File: src/rtl/mpmc10_app_cmd_gen.sv
// MIG app command issuer: walks a start address through cnt commands; first app_en 1 cycle after ISSUE entry, then one per cycle.
// Backpressure: app_en/app_cmd/app_addr hold while app_rdy is low; writes wait for data credit, reads for an outstanding slot.
module mpmc10_app_cmd_gen #(
  parameter int         AWID       = 29,
  parameter int         CNTW       = 6,
  parameter int         ADDR_INC   = 8,
  parameter int         MAX_RD_OUT = 16,
  parameter logic [2:0] CMD_READ   = 3'b001,
  parameter logic [2:0] CMD_WRITE  = 3'b000
) (
  input  logic            clk,
  input  logic            rst_n,
  input  logic            req,
  input  logic            we,
  input  logic [AWID-1:0] adr,
  input  logic [CNTW-1:0] cnt,
  input  logic            app_rdy,
  input  logic            wdf_beat,
  input  logic            rd_beat,
  output logic            app_en,
  output logic [2:0]      app_cmd,
  output logic [AWID-1:0] app_addr,
  output logic            busy,
  output logic            done,
  output logic [CNTW:0]   rd_out,
  output logic            err
);

  typedef enum logic [1:0] {IDLE, ISSUE, DONE} state_t;

  localparam logic [CNTW:0]   MAX_RD = (CNTW+1)'(MAX_RD_OUT);
  localparam logic [AWID-1:0] A_INC  = AWID'(ADDR_INC);

  state_t          state_q, state_d;
  logic            we_q, we_d;
  logic [CNTW-1:0] rem_q, rem_d;
  logic [CNTW:0]   credit_q, credit_d;
  logic [CNTW:0]   rd_out_q, rd_out_d;
  logic            app_en_q, app_en_d;
  logic [2:0]      app_cmd_q, app_cmd_d;
  logic [AWID-1:0] app_addr_q, app_addr_d;
  logic            busy_q, busy_d;
  logic            done_q, done_d;
  logic            err_q, err_d;

  logic accept, wr_acc, rd_acc, rd_ret, eligible, continuing;

  always_comb begin
    state_d    = state_q;
    we_d       = we_q;
    rem_d      = rem_q;
    credit_d   = credit_q;
    rd_out_d   = rd_out_q;
    app_en_d   = app_en_q;
    app_cmd_d  = app_cmd_q;
    app_addr_d = app_addr_q;
    err_d      = err_q;
    continuing = 1'b1;

    accept = app_en_q & app_rdy;
    wr_acc = accept & we_q;
    rd_acc = accept & ~we_q;

    // Write credit saturates at all-ones; an overflowing beat is flagged.
    if (wdf_beat && !wr_acc) begin
      if (credit_q == '1) err_d = 1'b1;
      else                credit_d = credit_q + 1'b1;
    end else if (!wdf_beat && wr_acc) begin
      credit_d = credit_q - 1'b1;
    end

    // A returned read with nothing outstanding is dropped and flagged.
    rd_ret = rd_beat & (rd_out_q != '0);
    if (rd_beat && rd_out_q == '0) err_d = 1'b1;
    if (rd_acc && !rd_ret)      rd_out_d = rd_out_q + 1'b1;
    else if (!rd_acc && rd_ret) rd_out_d = rd_out_q - 1'b1;

    eligible = we_q ? (credit_d != '0) : (rd_out_d < MAX_RD);

    case (state_q)
      IDLE: begin
        app_en_d  = 1'b0;
        app_cmd_d = CMD_WRITE;
        if (req) begin
          we_d       = we;
          app_addr_d = adr;
          rem_d      = cnt;
          if (cnt == '0) begin
            state_d = DONE;
          end else begin
            state_d   = ISSUE;
            app_cmd_d = we ? CMD_WRITE : CMD_READ;
          end
        end
      end
      ISSUE: begin
        if (accept) begin
          app_addr_d = app_addr_q + A_INC;
          rem_d      = rem_q - 1'b1;
          if (rem_q == CNTW'(1)) begin
            continuing = 1'b0;
            state_d    = DONE;
          end
        end
        app_en_d = continuing & eligible;
      end
      DONE: begin
        app_en_d  = 1'b0;
        app_cmd_d = CMD_WRITE;
        state_d   = IDLE;
      end
      default: begin
        app_en_d = 1'b0;
        state_d  = IDLE;
      end
    endcase

    busy_d = (state_d != IDLE);
    done_d = (state_d == DONE);
  end

  always_ff @(posedge clk or negedge rst_n) begin
    if (!rst_n) begin
      state_q    <= IDLE;
      we_q       <= 1'b0;
      rem_q      <= '0;
      credit_q   <= '0;
      rd_out_q   <= '0;
      app_en_q   <= 1'b0;
      app_cmd_q  <= CMD_WRITE;
      app_addr_q <= '0;
      busy_q     <= 1'b0;
      done_q     <= 1'b0;
      err_q      <= 1'b0;
    end else begin
      state_q    <= state_d;
      we_q       <= we_d;
      rem_q      <= rem_d;
      credit_q   <= credit_d;
      rd_out_q   <= rd_out_d;
      app_en_q   <= app_en_d;
      app_cmd_q  <= app_cmd_d;
      app_addr_q <= app_addr_d;
      busy_q     <= busy_d;
      done_q     <= done_d;
      err_q      <= err_d;
    end
  end

  assign app_en   = app_en_q;
  assign app_cmd  = app_cmd_q;
  assign app_addr = app_addr_q;
  assign busy     = busy_q;
  assign done     = done_q;
  assign rd_out   = rd_out_q;
  assign err      = err_q;

endmodule

File: config.mk
export PLATFORM = sky130hd
export DESIGN_NAME = mpmc10_app_cmd_gen
export DESIGN_NICKNAME = d
export VERILOG_FILES = /design/src/rtl/mpmc10_app_cmd_gen.sv
export SDC_FILE = /design/constraint.sdc
export NUM_CORES = 1
export LEC_CHECK = 0
export ABC_AREA = 1
export CAP_MARGIN = 20
export CORE_ASPECT_RATIO = 1.75
export CORE_MARGIN = 5
export CORE_UTILIZATION = 40
export CTS_CLUSTER_DIAMETER = 200
export DETAILED_ROUTE_END_ITERATION = 8
export GPL_TIMING_DRIVEN = 0
export PLACE_DENSITY = 0.66
export SYNTH_ARGS = -nofsm -noshare
export SYNTH_HDL_FRONTEND = slang
export SYNTH_SLANG_ARGS = --single-unit
export TNS_END_PERCENT = 5
File: constraint.sdc
create_clock -name clk -period 5.8 [get_ports clk]
set_input_delay 1.45 -clock clk [delete_from_list [all_inputs] [get_ports clk]]
set_output_delay 1.45 -clock clk [all_outputs]
set_load 0.1 [all_outputs]
==> results.txt <==
vias in the first global route: 4003
PostCTS Resize Cnt: 0
setup total negative slack: 0 ps
Residual DRC: 0
post-route ant nets: 0
Setup Buffers After CTS: 0
CP max FO: 8
ranking of synthesized cells by area: dfrtp_1 (37%), nand2_1 (14%), nor2_1 (6.7%)
first-pass GRT wire length: 18.8 mm
fill cell count: 935
CTS Buf Count: 9
Routed WL: 11.6 mm
clock sink total: 57
DR pass1 iterations: 5
DR WL/cell: 14.9 um
synthesized area per cell: 6.93 um2
Final Hold Fails: 0
Max Fclk: 0.285 GHz
diodes inserted: 0
Reg clk slew, reported paths: 50 ps
Vias/cell: 5.19
Post-synth top flop: dfrtp_1
share of the synthesized area in the top cell type: 37.0%
PortBufs: 82
Setup crit start kind: flip-flop
status: complete, no violations
final period utilization: 60.4%
total number of H-tree levels: 3
max_cap viols: 0
capture point of the critical path: app_addr[21]
Routability Congestion: 0.885
CP startpoint: app_addr[21]
GRT Total Usage: 20.0%
GRT overflow: 0
commonest non-fill, non-tap cell in the layout: nand2_1
arrival time worst endpoint: 2050 ps
Final Slew Violations: 0
Buf/Inv on CP: 1
RSZ-0062 raised after global routing: false
initial antenna violation count: 0
Cells after Synth: 557
reg-to-reg slack, setup: 3420 ps
Period minus WS final: 3500 ps
Rows: 47
die area: 11800 um2
most frequent cells in the layout: nand2_1 (149), clkdlybuf4s50_1 (81), nor2_1 (69)
worst path cell trace: clkdlybuf4s50_1
cells on worst reg2reg path: 17
Levels on crit path: 1
Hold Crit Class: reg2reg
Critical Path RT: 4350 ps
# nets final: 703
Worst R2R Start: rd_out[0]
post-synthesis register bit count: 57
Critical Path Sink Type: output pin
TritonCTS clock tree: done
area delta synth->final: 32.6%
Die Y: 140 um
FF-to-FF End: app_en
CP peak stage delay: 1210 ps
Post-synth ARST share: 100%
First DRT Iteration DRCs: 165
overall die width: 84.2 um
vias post-DR: 4030
Initial Util: 40.8%
Final Skew: 5.72 ps
dpl hpwl: 8.81 mm
Synth warnings: 0
CTS root buf: clkbuf_16
Worst slew margin: 33.7%
Crit Path Class: reg2out
CP delay by family, top: buffers and inverters
Netlist Area Pre-Place: 3860 um2
unique cell type count in the Yosys netlist: 39
area leader, netlist: dfrtp_1
pin count of the biggest net entering global routing: 58
cts hold-fix bufs: 0
clk_lat worst skew: 320 ps
sequential-to-total area share from yosys stat: 37.0%
Worst path slowest cell: clkdlybuf4s50_1
core area: 9470 um2
final setup vio count: 0
io pins: 85
worst-margin pin slew: 992 ps
share of cells above drive strength 1: 8.26%
CTS max path bufs: 2
EDFF count, synth: 0
## per-layer routing
| metal | routed length (um) | GRT usage [%] | part of all wire, % | vias up |
|---|---|---|---|---|
| met5 | 0 | 0 | 0 | - |
| met4 | 455 | 11.4 | 3.9 | 0 |
| met3 | 654 | 4.41 | 5.7 | 35 |
| met2 | 6070 | 36.2 | 52 | 148 |
| met1 | 4390 | 21.0 | 38 | 1863 |
| li1 | - | - | - | 1984 |
## cells in the mapped netlist, types with 2 or more instances
library cell / number
a21oi_1: 13
a22oi_1: 2
a31oi_1: 2
buf_1: 2
buf_2: 9
buf_4: 3
clkbuf_1: 4
dfrtp_1: 57
ha_1: 10
inv_1: 65
inv_2: 3
nand2_1: 149
nand2_2: 6
nand2_4: 2
nand3_1: 40
nand3_2: 2
nand3b_1: 3
nand4_1: 13
nor2_1: 69
nor2_2: 2
nor2_4: 5
nor3_1: 8
o211ai_1: 6
o21ai_0: 48
o21ai_1: 3
o22ai_1: 5
or2_2: 3
xnor2_1: 6
xor2_1: 7
## through the flow
stage,std cells,instance area (um2),setup slack [ps],util (%),hold slack (ps)
final,776,5120,2300,54.1,480
after global routing,776,5120,2250,54.1,496
after CTS,776,5120,2290,54.1,483
after detailed placement,762,4830,2180,51.1,468
after global placement,762,4840,1220,51.1,467
after floorplan,558,3860,2990,-,490
## how the worst min path moves through the flow
stage               cells past startpoint   startpoint           to
floorplan                               2     rem_q[3]     rem_q[3]
global placement                        2  app_addr[0]  app_addr[0]
detailed placement                      2  app_addr[1]  app_addr[1]
CTS                                     2  app_addr[1]  app_addr[1]
global route                            2  app_addr[1]  app_addr[1]
finish                                  2  app_addr[1]  app_addr[1]
## registers in the layout, summed over array words and instances, names as in the netlist
signal / count
app_addr: 29
app_cmd: 1
app_en: 1
busy: 1
credit_q: 7
done: 1
err: 1
rd_out: 7
rem_q: 6
state_q: 2
we_q: 1
## cell families after synthesis
logic type | synth area share [%]
other | 0.0972
AO/OA/AOI/OAI | 12.2
adder cells (fa/ha/maj) | 3.24
XOR/XNOR | 2.95
buffers and inverters | 8.95
flip-flops | 37.0
AND/OR/NAND/NOR | 35.6
## layout make-up
cell class / instances / area [um2] / share of cell area [%]
clock buffers: 10 / 239 / 4.67
plain buffers: 18 / 90.1 / 1.76
multi-input cells: 415 / 2090 / 40.9
inverters: 68 / 255 / 4.99
repair buffers: 82 / 818 / 16.0
well taps: 122 / 153 / 2.98
flip-flops and latches: 57 / 1430 / 27.9
clock inverters: 4 / 45.0 / 0.880
Power is not shown: default switching activity piles up to over one toggle a cycle in this logic, so the estimate is an artifact.
